### config.mk
export PLATFORM = sky130hd
export DESIGN_NAME = clock_period_meter
export DESIGN_NICKNAME = d
export VERILOG_FILES = /design/src/rtl/clock_period_meter_pkg.sv /design/src/rtl/clock_period_meter_edge_sync.sv /design/src/rtl/clock_period_meter.sv
export SDC_FILE = /design/constraint.sdc
export NUM_CORES = 1
export LEC_CHECK = 0
export BUFFER_PORTS_ARGS = -buffer_cell sky130_fd_sc_hd__buf_2
export CORE_MARGIN = 1.5
export CORE_UTILIZATION = 31
export CTS_CLUSTER_SIZE = 8
export DETAILED_ROUTE_END_ITERATION = 7
export PLACE_DENSITY = 0.48
export REMOVE_ABC_BUFFERS = 1
export SETUP_SLACK_MARGIN = 0.1
export SLEW_MARGIN = 10
export SYNTH_ARGS = -nofsm -noshare
export SYNTH_HDL_FRONTEND = slang
export SYNTH_SLANG_ARGS = --single-unit
### constraint.sdc
create_clock -name clk -period 4.93 [get_ports clk]
set_input_delay 0.493 -clock clk [delete_from_list [all_inputs] [get_ports clk]]
set_output_delay 0.493 -clock clk [all_outputs]
set_load 0.01 [all_outputs]
### src/rtl/clock_period_meter_pkg.sv
// ---------------------------------------------------------------------------
// clock_period_meter_pkg
// Shared definitions for the clock period meter:
//   state_t    - measurement FSM states (IDLE / ARM / MEASURE)
//   CNT_W_DEF  - default width of the cycle counters and results
//   sat_max()  - all-ones value for a counter of a given width (saturation cap)
// ---------------------------------------------------------------------------
package clock_period_meter_pkg;

   typedef enum logic [1:0] {
      IDLE    = 2'd0,
      ARM     = 2'd1,
      MEASURE = 2'd2
   } state_t;

   localparam int CNT_W_DEF = 32;

   // All-ones of width w (w up to 64), returned right-aligned in 64 bits.
   function automatic logic [63:0] sat_max(input int unsigned w);
      if (w >= 64) sat_max = '1;
      else         sat_max = (64'd1 << w) - 64'd1;
   endfunction

endpackage

### src/rtl/clock_period_meter_edge_sync.sv
// ---------------------------------------------------------------------------
// edge_sync
// Brings the asynchronous meas_clk into the clk domain through a
// SYNC_STAGES-deep flop chain and detects its rising edge.
//   clk, rst_n  - system clock / synchronous active-low reset
//   meas_clk    - asynchronous input
//   level       - synchronized level, delayed one cycle behind rise
//   rise        - one-cycle pulse on a synchronized 0->1 transition
// rise is visible in the cycle after the last sync stage goes high, so the
// consumer registers it SYNC_STAGES+1 clk edges after the meas_clk edge.
// level lags rise by one cycle, which makes a window that opens and closes
// on rise count exactly the high cycles of each full meas_clk period.
// ---------------------------------------------------------------------------
module edge_sync #(
   parameter int SYNC_STAGES = 2
) (
   input  logic clk,
   input  logic rst_n,
   input  logic meas_clk,
   output logic level,
   output logic rise
);

   logic [SYNC_STAGES-1:0] sync_q;
   logic                   lvl_q;

   always_ff @(posedge clk) begin
      if (!rst_n) begin
         sync_q <= '0;
         lvl_q  <= 1'b0;
      end else begin
         sync_q <= {sync_q[SYNC_STAGES-2:0], meas_clk};
         lvl_q  <= sync_q[SYNC_STAGES-1];
      end
   end

   assign level = lvl_q;
   assign rise  = sync_q[SYNC_STAGES-1] & ~lvl_q;

endmodule

### src/rtl/clock_period_meter.sv
// ---------------------------------------------------------------------------
// clock_period_meter
// Measures how many clk cycles a window of n_periods meas_clk periods spans,
// and how many of those cycles meas_clk was high. Results are produced
// back-to-back, one per window, with saturation and an edge-loss timeout.
//   clk, rst_n   - system clock / synchronous active-low reset
//   meas_clk     - asynchronous clock under measurement
//   enable       - run measurement; low forces IDLE and clears timeout_err
//   n_periods    - periods per window (0 behaves as 1), latched on arming
//   timeout      - max clk cycles without an edge (0 = no timeout)
//   period_sum   - clk cycles in the last window
//   high_sum     - clk cycles with meas_clk high in the last window
//   valid        - one-cycle pulse when the sums update
//   overflow     - last window saturated a counter
//   timeout_err  - sticky edge-loss flag
//   busy         - FSM in ARM or MEASURE
// ---------------------------------------------------------------------------
module clock_period_meter
   import clock_period_meter_pkg::*;
#(
   parameter int SYNC_STAGES = 2,
   parameter int CNT_W       = CNT_W_DEF
) (
   input  logic             clk,
   input  logic             rst_n,
   input  logic             meas_clk,
   input  logic             enable,
   input  logic [7:0]       n_periods,
   input  logic [CNT_W-1:0] timeout,
   output logic [CNT_W-1:0] period_sum,
   output logic [CNT_W-1:0] high_sum,
   output logic             valid,
   output logic             overflow,
   output logic             timeout_err,
   output logic             busy
);

   localparam logic [CNT_W-1:0] CNT_MAX = CNT_W'(sat_max(CNT_W));
   localparam logic [CNT_W-1:0] CNT_ONE = CNT_W'(1);

   logic level, rise;

   edge_sync #(.SYNC_STAGES(SYNC_STAGES)) u_sync (
      .clk      (clk),
      .rst_n    (rst_n),
      .meas_clk (meas_clk),
      .level    (level),
      .rise     (rise)
   );

   state_t           state;
   logic [7:0]       n_lat;
   logic [7:0]       edge_cnt;
   logic [CNT_W-1:0] cycle_cnt, high_cnt, to_cnt;
   logic             sat;

   // Saturating next values and window/timeout decisions.
   logic [CNT_W-1:0] cycle_inc, high_inc, to_inc;
   logic             cycle_sat, high_sat, to_hit, last_edge;

   always_comb begin
      cycle_sat = (cycle_cnt == CNT_MAX);
      cycle_inc = cycle_sat ? CNT_MAX : cycle_cnt + CNT_ONE;
      high_sat  = level && (high_cnt == CNT_MAX);
      high_inc  = high_cnt;
      if (level && !high_sat) high_inc = high_cnt + CNT_ONE;
      to_inc    = (to_cnt == CNT_MAX) ? CNT_MAX : to_cnt + CNT_ONE;
      // to_cnt holds cycles since the last edge; expire when this cycle makes it timeout
      to_hit    = (timeout != '0) && (to_inc == timeout);
      last_edge = ((edge_cnt + 8'd1) == n_lat);
   end

   always_ff @(posedge clk) begin
      if (!rst_n) begin
         state       <= IDLE;
         n_lat       <= 8'd1;
         edge_cnt    <= '0;
         cycle_cnt   <= '0;
         high_cnt    <= '0;
         to_cnt      <= '0;
         sat         <= 1'b0;
         period_sum  <= '0;
         high_sum    <= '0;
         valid       <= 1'b0;
         overflow    <= 1'b0;
         timeout_err <= 1'b0;
         busy        <= 1'b0;
      end else begin
         valid <= 1'b0;
         if (!enable) begin
            // partial window is simply abandoned; result registers hold
            state       <= IDLE;
            busy        <= 1'b0;
            timeout_err <= 1'b0;
         end else begin
            case (state)
               IDLE: begin
                  state  <= ARM;
                  busy   <= 1'b1;
                  n_lat  <= (n_periods == 8'd0) ? 8'd1 : n_periods;
                  to_cnt <= '0;
               end
               ARM: begin
                  if (rise) begin
                     state     <= MEASURE;
                     cycle_cnt <= CNT_ONE;
                     high_cnt  <= '0;
                     edge_cnt  <= '0;
                     sat       <= 1'b0;
                     to_cnt    <= '0;
                  end else if (to_hit) begin
                     timeout_err <= 1'b1;
                     to_cnt      <= '0;
                  end else begin
                     to_cnt <= to_inc;
                  end
               end
               MEASURE: begin
                  if (rise) begin
                     // an edge always beats a coincident timeout
                     to_cnt <= '0;
                     if (last_edge) begin
                        period_sum <= cycle_cnt;
                        high_sum   <= high_cnt;
                        overflow   <= sat;
                        valid      <= 1'b1;
                        cycle_cnt  <= CNT_ONE;
                        high_cnt   <= '0;
                        edge_cnt   <= '0;
                        sat        <= 1'b0;
                     end else begin
                        edge_cnt  <= edge_cnt + 8'd1;
                        cycle_cnt <= cycle_inc;
                        high_cnt  <= high_inc;
                        sat       <= sat | cycle_sat | high_sat;
                     end
                  end else if (to_hit) begin
                     timeout_err <= 1'b1;
                     state       <= ARM;
                     to_cnt      <= '0;
                  end else begin
                     to_cnt    <= to_inc;
                     cycle_cnt <= cycle_inc;
                     high_cnt  <= high_inc;
                     sat       <= sat | cycle_sat | high_sat;
                  end
               end
               default: begin
                  state <= IDLE;
                  busy  <= 1'b0;
               end
            endcase
         end
      end
   end

endmodule

# Yosys cells after proc, flatten, opt, wreduce, memory -nomap -nowiden
# Index checks and enable logic that the tools add are counted.
classes:
  addsub: 4
  n_eq_ne: 12
  mux: 32
  bitwise: 5
  reduce_logical: 19
ops:
  columns: ["op", "count"]
  rows:
  - ["two-way mux 32 bit", 13]
  - ["case mux 32 bit (2 select lines)", 3]
  - ["adder 32 x 1 -> 32 bit (second input constant)", 3]
  - ["== test 32 bit (second input constant)", 3]
  - ["== test 32 bit", 1]
  - ["two-way mux 8 bit", 4]
  - ["nonzero test 32 bit", 1]
  - ["case mux 8 bit (2 select lines)", 1]
  - ["AND reduction 4 bit", 4]
  - ["adder 8 x 1 -> 8 bit (second input constant)", 1]
  - ["== test 8 bit", 1]
  - ["zero test 8 bit", 1]
  - ["inequality test 2 bit (second input constant)", 4]
  - ["two-way mux 2 bit", 3]
  - ["case mux 2 bit (3 select lines)", 1]
  - ["AND reduction 2 bit", 3]
  - ["AND reduction 3 bit", 2]
  - ["two-way mux 1 bit", 5]
  - ["case mux 1 bit (2 select lines)", 2]
  - ["nonzero test 2 bit", 2]
  - ["logical AND 1 bit", 3]
  - ["inequality test 3 bit (second input constant)", 1]
  - ["== test 2 x 1 -> 1 bit (second input constant)", 1]
  - ["== test 2 bit (second input constant)", 1]
  - ["6 further kinds", 8]
word_totals:
  register_bits: 186
  in_bits: 44
  wordCells: 87

# Depth between registers and ports, before layout
# Gate-level depths: netlist of the first run.
logic_depth:
  ltp_word: 8
  ltp_mapped: 16
  ltp_nobuf: 12

# By module
# From an unflattened synthesis of the first run, not the netlist that was laid out.
unflattened:
  cells_unflattened: 1334
  hier_area_um2: 10582.6
by_module_without_submodules:
  columns: ["mod", "instances", "cells_each", "area_each_um2"]
  rows:
  - ["clock_period_meter", 1, 1327, 10490.1]
  - ["edge_sync", 1, 7, 92.6]

# Least setup slack after synthesis of the first run
# Ideal clock, no wire load.
synth_path:
  path_type: "reg-to-reg"
  from: "register to_cnt[0]"
  to: "register to_cnt[16]"
  arrival_ns: 3.842
  required_time_ns: 4.811
  setup_slack_ns: 0.969
  stages_incl_launch_ff: 17
  n_path_buf: 4
  cell_sequence: "dfxtp_1 -> ha_1 -> buf_4 -> nand3_2 -> or4_1 -> buf_2 -> nor4_1 -> a21oi_1 -> a221oi_2 -> a31oi_1 -> or4_1 -> buf_2 -> or3_4 -> nand3_1 -> buf_2 -> a31oi_1 -> o221a_2"
synth_between:
  elab_chain_len: 7
synth_lines:
  columns: ["element", "line", "rtl"]
  rows:
  - ["from (decl)", "clock_period_meter.sv:54", "logic [CNT_W-1:0] cycle_cnt, high_cnt, to_cnt;"]
  - ["from (signal assigned)", "clock_period_meter.sv:115", "to_cnt <= to_inc;"]
  - ["from (signal assigned)", "clock_period_meter.sv:142", "to_cnt <= to_inc;"]
  - ["adder 32 x 1 -> 32 bit or == test 32 bit (tied branches)", "clock_period_meter.sv:67", "to_inc = (to_cnt == CNT_MAX) ? CNT_MAX : to_cnt + CNT_ONE;"]
  - ["two-way mux 32 bit *", "clock_period_meter.sv:67", null]
  - ["== test 32 bit", "clock_period_meter.sv:69", "to_hit = (timeout != '0) && (to_inc == timeout);"]
  - ["logical AND 1 bit", "clock_period_meter.sv:69", null]
  - ["two-way mux 32 bit *", "clock_period_meter.sv:111, clock_period_meter.sv:137", null]
  - ["two-way mux 32 bit *", "clock_period_meter.sv:119", "if (rise) begin"]
  - ["case mux 32 bit (2 select lines) *", "clock_period_meter.sv:96", "case (state)"]
# Every way passes the cells marked *; elsewhere a longest branch is shown, timed or not.
# A chain may end at the register's enable or synchronous reset.

# Worst setup path after layout of the first run
layout_path:
  from: "register to_cnt[0]"
  to: "register cycle_cnt[26]"
layout_between:
  elab_chain_len: 6
layout_lines:
  columns: ["element", "line", "rtl"]
  rows:
  - ["adder 32 x 1 -> 32 bit or == test 32 bit (tied branches)", "clock_period_meter.sv:67", null]
  - ["two-way mux 32 bit *", "clock_period_meter.sv:67", null]
  - ["== test 32 bit *", "clock_period_meter.sv:69", null]
  - ["logical AND 1 bit *", "clock_period_meter.sv:69", null]
  - ["inequality test 3 bit (no source line) *", null, null]
  - ["AND reduction 4 bit (no source line) *", null, null]
  - ["to (signal assigned)", "clock_period_meter.sv:133", "cycle_cnt <= cycle_inc;"]
  - ["to (signal assigned)", "clock_period_meter.sv:143", "cycle_cnt <= cycle_inc;"]
  - ["to (decl)", "clock_period_meter.sv:54", null]
# Marks and branches as above.

==> flow_summary.json, run 1 <==
{
  "wl_met2_um": 13900,
  "clkPwrFrac_pct": 45.7,
  "rsz0062_at_grt": "false",
  "drv_cap": 0,
  "period_minus_slack_ps": 4560,
  "syn_area_mm2": 0.0100,
  "ys_types": 77,
  "yosys_warnings": 0,
  "p_per_area_mw_per_mm2": 266,
  "crit_top_cell": "buf_4",
  "path_cells": "ha_2 -> nand3_2 -> or4_1 -> buf_4 -> nor4_4 -> o32ai_1 -> nor2_1 -> nand4_1 -> or4b_1 -> or3_4 -> a21oi_4 -> buf_4 -> nor2_2 -> a311oi_1",
  "cts-buffers-inserted": 17,
  "fin_worst_skew_ps": 20.6,
  "crit_family": "simple AND/OR/NAND/NOR gates",
  "crit_buf_inv": 2,
  "syn_inst": 1210,
  "die_area_mm2": 0.0335,
  "die_h_um": 183,
  "grt_max_degree": 54,
  "synth_top_area_share_pct": 37.1,
  "track_usage_pct": 18.9,
  "cp.arrival_ps": 4890,
  "worst_pin_slew_ps": 958,
  "max_stage_delay_ps": 670,
  "grt_pass1_wl_um": 50200,
  "synth_area_per_cell_um2": 8.30,
  "required_ps": 5260,
  "drt-met1-wl_um": 15600,
  "setup_violations": 0,
  "p_leak_uw": 0.00434,
  "setup_tns_ps": 0,
  "drtAntennaViolNets": 0,
  "run_status": "finished clean",
  "setup.worst_path.class": "reg -> reg",
  "instances_no_fill": 1723,
  "pwr-share-seq_pct": 48.2,
  "cts_max_path_buffers": 2,
  "switching_share_pct": 26.5,
  "via_count": 9572,
  "clkTransAtPathRegs_ps": 90,
  "hold_viol": 0,
  "post-route-drc-count": 0,
  "drv_slew": 0,
  "cts-root-buf": "clkbuf_16",
  "cpMaxStageDelayCell": "or4_1",
  "first_iter_violations": 692,
  "tritoncts": "yes",
  "grt_pass1_vias": 9061,
  "worst_setup_path_start_kind": "flop",
  "h-tree-depth": 4,
  "async_flop_share_pct": 0,
  "nNetsFinal": 1359,
  "io_buffers": 111,
  "post-route-period-util_pct": 92.4,
  "routedWlPerCell_um": 18.3,
  "dr.pass1.iters": 5,
  "start_util_pct": 31.7,
  "p_comb_share_pct": 6.1,
  "rows": 65,
  "ff2ff_setup_slack_ps": 370,
  "insertion_delay_ps": 440,
  "dp_hpwl_um": 22400,
  "ys_seq_elements": 186,
  "drt-total-wl_um": 31500,
  "globalRouteOverflowTotal": 0,
  "placedCellCount": 1685,
  "ys_seq_area_share_pct": 37.1,
  "vias_per_cell": 5.56,
  "drive_above_1_share_pct": 18.7,
  "fmaxAchievable_ghz": 0.219,
  "intPower_uw": 2310,
  "finalPower_uw": 3140,
  "power.switching_uw": 834,
  "cp-end-kind": "flop",
  "hold_buffers": 0,
  "coreArea_mm2": 0.0317,
  "synth-edff-count": 0,
  "area_growth_pct": 17.5,
  "top_layer_used": "met5",
  "gp_congestion": 0.918,
  "ir_drop_mv": 0.236,
  "antenna_found_initial": 2,
  "ioPinCount": 112,
  "cp_max_fo": 10,
  "yosysTopAreaCell": "dfxtp_1",
  "clock-sinks": 186,
  "synthTopCellsByArea": "dfxtp_1, mux2i_1, nor2_1",
  "final.setup.worst_slack_ps": 373,
  "max_slew_margin_pct": 35.6,
  "hold_class": "in -> reg",
  "synthFlopType": "dfxtp_1",
  "wl_met3_um": 1220,
  "die_w_um": 183,
  "dp_slack_ps": -150
}
==> power groups by stage <==
stage,clock network [uW],registers (uW),logic (uW)
2_1_floorplan,0,1550,90.6
3_3_place_gp,0,1550,187
3_5_place_dp,0,1550,186
4_1_cts,1490,1520,190
5_1_grt,1550,1520,208
6_report,1440,1520,191
==> per-layer routing <==
metal  GRT usage, %  vias to the layer above
met2           29.2                      230
li1               -                     4684
met3           3.32                       54
met5              0                        -
met4           6.56                        2
met1           26.3                     4602
==> logic make-up after synthesis <==
family                   synth area share (%)
AND/OR/NAND/NOR                          26.2
AO/OA/AOI/OAI                            19.5
flip-flops                               37.1
buffers and inverters                    4.44
multiplexers                             7.08
XOR/XNOR                                 4.71
adder cells (fa/ha/maj)                 0.997
==> synth_stat cells (16+ instances only) <==
| cell | number |
|---|---|
| nand2_1 | 77 |
| xnor2_1 | 41 |
| mux2i_1 | 71 |
| dfxtp_1 | 186 |
| a31oi_1 | 34 |
| o21ai_0 | 32 |
| inv_1 | 26 |
| o221a_2 | 21 |
| clkbuf_1 | 58 |
| nor4_1 | 28 |
| nand3_1 | 68 |
| and2_1 | 17 |
| o31ai_1 | 16 |
| o211ai_1 | 17 |
| and3_1 | 25 |
| nor2_1 | 160 |
| a21oi_1 | 59 |
| nand4_1 | 26 |
| nor3_1 | 40 |
==> registers in the layout (all words and copies together) (netlist names), 8 cells and up <==
signal      cells
high_cnt       32
edge_cnt        8
period_sum     32
cycle_cnt      32
high_sum       32
to_cnt         32
n_lat           8
==> repair_timing <==
item	4_1_cts	5_1_grt
pin swaps	2	1
gates cloned	1	1
gates resized for setup	1	4
setup buffers	3	0
setup endpoints to repair	17	61
==> area by class of cell <==
| type | instances | area (um2) |
|---|---|---|
| fill | 3340 | 19900 |
| multi-input combinational | 919 | 5940 |
| sequential | 186 | 3720 |
| timing repair buffer | 157 | 913 |
| tap | 402 | 503 |
| clock buffer | 17 | 425 |
| clock inverter | 15 | 193 |
| inverter | 26 | 97.6 |
| antenna | 1 | 2.50 |
==> per-stage QoR <==
| step | util, % | area, um2 | hold slack, ps |
|---|---|---|---|
| after global placement | 35.0 | 11100 | 420 |
| after global routing | 37.2 | 11800 | 271 |
| after detailed placement | 35.0 | 11100 | 426 |
| final | 37.2 | 11800 | 267 |
| after floorplan | - | 9690 | 412 |
| after CTS | 37.1 | 11800 | 237 |
==> final timing paths <==
check                                      start          endpoint  cells past startpoint
worst max register to register         to_cnt[0]     cycle_cnt[26]                     14
worst max-delay path                   to_cnt[0]     cycle_cnt[26]                     14
worst min-delay path                    meas_clk  u_sync.sync_q[0]                      2
worst min register to register  u_sync.sync_q[0]  u_sync.sync_q[1]                      1
==> cells in the final DEF, fill, tap and decap left out, drive strengths merged, types with 36 or more instances in the layout <==
| cell | count |
|---|---|
| a21oi | 60 |
| buf | 157 |
| dfxtp | 186 |
| mux2i | 71 |
| nand2 | 77 |
| nand3 | 69 |
| nor2 | 161 |
| nor3 | 43 |
| o21ai | 36 |
| xnor2 | 41 |
Note: power is estimated with default switching activity, not from simulation.
==> inputs of run 2 (changes only) <==
- ABC_AREA: not set -> 1
- PLACE_DENSITY: 0.48 -> 0.47
==> flow_summary.json, run 2 <==
{
  "fin_worst_skew_ps": 11.7,
  "clkTransAtPathRegs_ps": 70,
  "drv_cap": 0,
  "ctsResizeCount": 0,
  "die_h_um": 194,
  "grt_pass1_wl_um": 57300,
  "ys_seq_area_share_pct": 33.0,
  "setup_tns_ps": 0,
  "yosys_warnings": 0,
  "coreArea_mm2": 0.0357,
  "ir_drop_mv": 0.244,
  "post-route-drc-count": 9,
  "first_iter_violations": 760,
  "grt_pass1_vias": 10700,
  "gp_congestion": 0.872,
  "design_area_mm2": 0.0128,
  "setup.worst_path.class": "reg -> reg",
  "cts-buffers-inserted": 17,
  "violations": "DRC",
  "multiInputGateArea_mm2": 0.00635,
  "insertion_delay_ps": 460,
  "p_leak_uw": 0.00546,
  "fillers": 3993,
  "grt_max_degree": 79,
  "ioPinCount": 112,
  "cts-root-buf": "clkbuf_16",
  "synth_common_cells": "nand2_1, nor2_1, inv_1",
  "tritoncts": "yes",
  "required_ps": 5280,
  "fmaxAchievable_ghz": 0.250,
  "synth_top_area_share_pct": 33.0,
  "io_buffers": 111,
  "dp_hpwl_um": 24600,
  "p_per_area_mw_per_mm2": 267,
  "die_area_mm2": 0.0375,
  "max_slew_margin_pct": 35.6,
  "via_count": 11300,
  "setup_violations": 0,
  "routedWlPerCell_um": 15.0,
  "antenna_found_initial": 0,
  "synth_area_per_cell_um2": 6.25,
  "area_growth_pct": 13.5,
  "dr.pass1.iters": 7,
  "final_common_cell": "nand2_1",
  "rsz0062_at_grt": "false",
  "vias_per_cell": 4.83,
  "rows": 69,
  "synthTopCellsByArea": "dfxtp_1, nand2_1, nor2_1",
  "diodes": 0,
  "hold_class": "in -> reg",
  "synth.most_common_cell": "nand2_1",
  "period_minus_slack_ps": 3990,
  "post-route-period-util_pct": 81.0,
  "final.setup.worst_slack_ps": 935,
  "finalPower_uw": 3410,
  "clock-sinks": 186,
  "cp-end-kind": "flop",
  "nNetsFinal": 1913,
  "cts_max_path_buffers": 2,
  "hold_viol": 0,
  "syn_inst": 1802,
  "drive_above_1_share_pct": 9.82,
  "dp_slack_ps": 923,
  "run_status": "finished with violations",
  "worst_pin_slew_ps": 964,
  "cp_max_fo": 78,
  "drv_slew": 0,
  "start_util_pct": 31.6,
  "final_cell_mix": "nand2_1, nor2_1, inv_1",
  "drtAntennaViolNets": 0,
  "async_flop_share_pct": 0,
  "worst_setup_path_start_kind": "flop",
  "drt-total-wl_um": 35000,
  "hold_buffers": 0,
  "regArea_mm2": 0.00372,
  "post-cts-setup-buffers": 0,
  "yosysTopAreaCell": "dfxtp_1",
  "globalRouteOverflowTotal": 0,
  "postPlaceCellArea_mm2": 0.0121,
  "h-tree-depth": 4,
  "die_w_um": 194,
  "track_usage_pct": 18.9,
  "ys_seq_elements": 186,
  "ys_types": 41,
  "syn_area_mm2": 0.0113,
  "cp.arrival_ps": 4340,
  "synth-edff-count": 0,
  "synthFlopType": "dfxtp_1"
}
==> run 2: cell count changes after synthesis, sizes merged, moves of 25 or more <==
cell and change:
nor2 +157, xor2 +34, and3 -25, mux2i -71
inv +202, a211oi +69, xnor2 -29, a31oi -32
nand3 +36, nand2 +391
==> run 2: worst paths after layout <==
| check | startpoint | end | slack, ps | cells after the start |
|---|---|---|---|---|
| max | to_cnt[0] | high_cnt[22] | 940 | 20 |
| max reg2reg | to_cnt[0] | high_cnt[22] | 940 | 20 |
| min | meas_clk | u_sync.sync_q[0] | 220 | 3 |
| min reg2reg | u_sync.sync_q[0] | u_sync.sync_q[1] | 440 | 2 |
==> run 2: routing by layer <==
layer  vias up  GRT usage [%]  part of all wire, %
met1      5162           25.8                   50
met5         -              0                    0
met2       195           30.9                   45
met4         0           5.54                  1.3
met3        26           2.75                  3.5
li1       5902              -                    -
==> run 2: final cells by class <==
type                       count  share of cell area (%)
clock buffer                  19                    3.46
tap                          461                    4.51
timing repair buffer         121                    4.93
sequential                   186                    29.1
inverter                     230                    6.76
multi-input combinational   1305                    49.6
clock inverter                13                    1.63
==> run 2: critical path, stage by stage (launching register included) <==
cell and delay, ps:
dfxtp_1 410, ha_1 250, nand2_2 80, nor2_4 130, nand2_4 100, nor2_8 160
nand3_2 530, nand2_1 320, nand2_1 70, nand2_1 70, nand2_1 50, nor2_1 90
nand3_1 120, nor2_1 250, nand2_1 160, nand2_2 120, nand2_4 60, nand2_4 610
nand2_1 120, nand2_1 100, nor2_1 40
==> run 2: metrics by stage <==
stage	std cells	hold WS (ps)	utilization (%)
5_1_grt	2335	207	35.9
6_report	2335	223	35.9
3_5_place_dp	2303	428	34.1
2_1_floorplan	1721	390	-
4_1_cts	2335	201	35.9
3_3_place_gp	2303	405	34.1
==> run 2: cells by family (layout without fill, tap and decap cells) <==
family | Yosys count | count (layout) | share of synthesized area (%)
AND/OR/NAND/NOR | 1017 | 1017 | 38.4
buffers and inverters | 311 | 383 | 10.9
AO/OA/AOI/OAI | 221 | 221 | 12.2
flip-flops | 186 | 186 | 33.0
XOR/XNOR | 59 | 59 | 4.59
adder cells (fa/ha/maj) | 8 | 8 | 0.888
==> run 2: report_power, final <==
part           leakage (uW)  internal [uW]  switching, uW
combinational       0.00364           89.8            185
sequential          0.00151           1540           49.2
clock              0.000311            880            670
==> inputs of run 3 (changes only) <==
- ABC_AREA: 1 -> 0
- PLACE_DENSITY: 0.47 -> 0.48
- clock period: 4.93 -> 4 ns (I/O delays scaled with it)
==> flow_summary.json, run 3 (synthesized netlist as in run 1, its figures left out) <==
{
  "routedWlPerCell_um": 18.3,
  "coreArea_mm2": 0.0317,
  "holdPathStages": 2,
  "period_minus_slack_ps": 3820,
  "drv_slew": 0,
  "required_ps": 4340,
  "p_leak_uw": 0.00458,
  "worst_setup_path_start_kind": "flop",
  "p_per_area_mw_per_mm2": 317,
  "clock-sinks": 186,
  "dr.pass1.iters": 8,
  "globalRouteOverflowTotal": 0,
  "dp_slack_ps": 45.0,
  "hold_class": "in -> reg",
  "crit_buf_inv": 2,
  "post-route-drc-count": 0,
  "run_status": "finished clean",
  "rows": 65,
  "fillers": 3291,
  "cp-end-kind": "flop",
  "io_buffers": 111,
  "hold_buffers": 0,
  "max_stage_delay_ps": 560,
  "fmaxAchievable_ghz": 0.262,
  "dp_hpwl_um": 23400,
  "ff2ff_setup_slack_ps": 180,
  "ioPinCount": 112,
  "hold_viol": 0,
  "grt_pass1_wl_um": 50900,
  "rsz0062_at_grt": "true",
  "first_iter_violations": 901,
  "grt_pass1_vias": 8995,
  "critPathLaunch": "to_cnt[0]",
  "fin_worst_skew_ps": 19.0,
  "reg2regPathDepth": 14,
  "instances_no_fill": 1761,
  "insertion_delay_ps": 440,
  "cp.arrival_ps": 4160,
  "final_cell_mix": "dfxtp_1, nor2_1, buf_2",
  "vias_per_cell": 5.54,
  "antenna_found_initial": 3,
  "crit_family": "simple AND/OR/NAND/NOR gates",
  "clkTransAtPathRegs_ps": 90,
  "cts-buffers-inserted": 17,
  "area_growth_pct": 21.4,
  "worst_pin_slew_ps": 804,
  "cts-root-buf": "clkbuf_16",
  "r2r-start": "to_cnt[0]",
  "whs_ps": 175,
  "cpMaxStageDelayCell": "or4_4",
  "wl_met3_um": 1530,
  "drt-total-wl_um": 32200,
  "die_w_um": 183,
  "path_cells": "ha_2 -> nand4_1 -> buf_4 -> or4_4 -> a31oi_1 -> o211ai_1 -> nor3_1 -> a22oi_1 -> or4_4 -> or3_4 -> a21oi_4 -> buf_4 -> nor2_2 -> a311oi_1",
  "ir_drop_mv": 0.292,
  "final_core_utilization_pct": 38.4,
  "placedCellCount": 1725,
  "setup.worst_path.class": "reg -> reg",
  "diodes": 0,
  "drtAntennaViolNets": 0,
  "cts_max_path_buffers": 2,
  "tritoncts": "yes",
  "drv_cap": 0,
  "hp-start": "meas_clk",
  "die_area_mm2": 0.0335,
  "via_count": 9754,
  "wl_met2_um": 14600,
  "drt-met1-wl_um": 15500,
  "drive_above_1_share_pct": 22.4,
  "cp_max_fo": 5,
  "setup_tns_ps": 0,
  "setup_violations": 0,
  "gp_congestion": 0.892,
  "nNetsFinal": 1398,
  "top_layer_used": "met5",
  "min_to": "u_sync.sync_q[0]",
  "die_h_um": 183,
  "grt_max_degree": 54,
  "post-route-period-util_pct": 95.5,
  "track_usage_pct": 19.2,
  "final.setup.worst_slack_ps": 182,
  "final_common_cell": "dfxtp_1",
  "start_util_pct": 31.7,
  "h-tree-depth": 4,
  "timing.rr.end": "cycle_cnt[26]",
  "max_slew_margin_pct": 46.4
}
run 3: how the worst max path moves through the flow:
| stage | endpoint | depth (start not counted) | slack (ps) |
|---|---|---|---|
| 2_1_floorplan | high_cnt[10] | 12 | -690 |
| 3_3_place_gp | cycle_cnt[7] | 13 | 40 |
| 3_5_place_dp | cycle_cnt[7] | 13 | 50 |
| 4_1_cts | cycle_cnt[7] | 13 | 110 |
| 5_1_grt | cycle_cnt[7] | 14 | 50 |
| 6_report | cycle_cnt[26] | 14 | 180 |
run 3: timing repair:
action                                  4_1_cts  5_1_grt
endpoints found under the setup margin       46       80
endpoints found under the hold margin         0        0
pin swaps                                     1        7
setup buffers                                 0        4
gates resized for setup                       2       22
run 3: worst reg2reg max path: stages (launching register included):
cell	delay [ps]
dfxtp_1	340
ha_2	200
nand4_1	100
buf_4	180
or4_4	540
a31oi_1	180
o211ai_1	120
nor3_1	150
a22oi_1	140
or4_4	560
or3_4	450
a21oi_4	280
buf_4	170
nor2_2	50
a311oi_1	260
run 3: metrics by stage:
stage	area (um2)	total power, uW
floorplan	9690	2020
global placement	11400	2140
global route	12200	4020
CTS	12100	3920
detailed placement	11400	2150
finish	12200	3860
run 3: layout make-up:
cell class	count	area (um2)	share of cell area, %
clock inverters	15	186	1.53
multi-input cells	917	5980	49.1
clock buffers	17	425	3.49
inverters	26	97.6	0.801
repair buffers	198	1260	10.4
flip-flops and latches	186	3730	30.6
well taps	402	503	4.13
run 3: per-layer routing:
metal,track usage [%],vias up
met1,26.4,4691
met3,3.47,43
met4,5.25,6
met2,30.8,247
li1,-,4767
met5,0,-
run 3: where the power goes:
part	switching, uW	internal, uW	leakage [uW]
sequential	8.06	1860	0.00150
clock	901	861	0.000298
combinational	155	80.2	0.00278
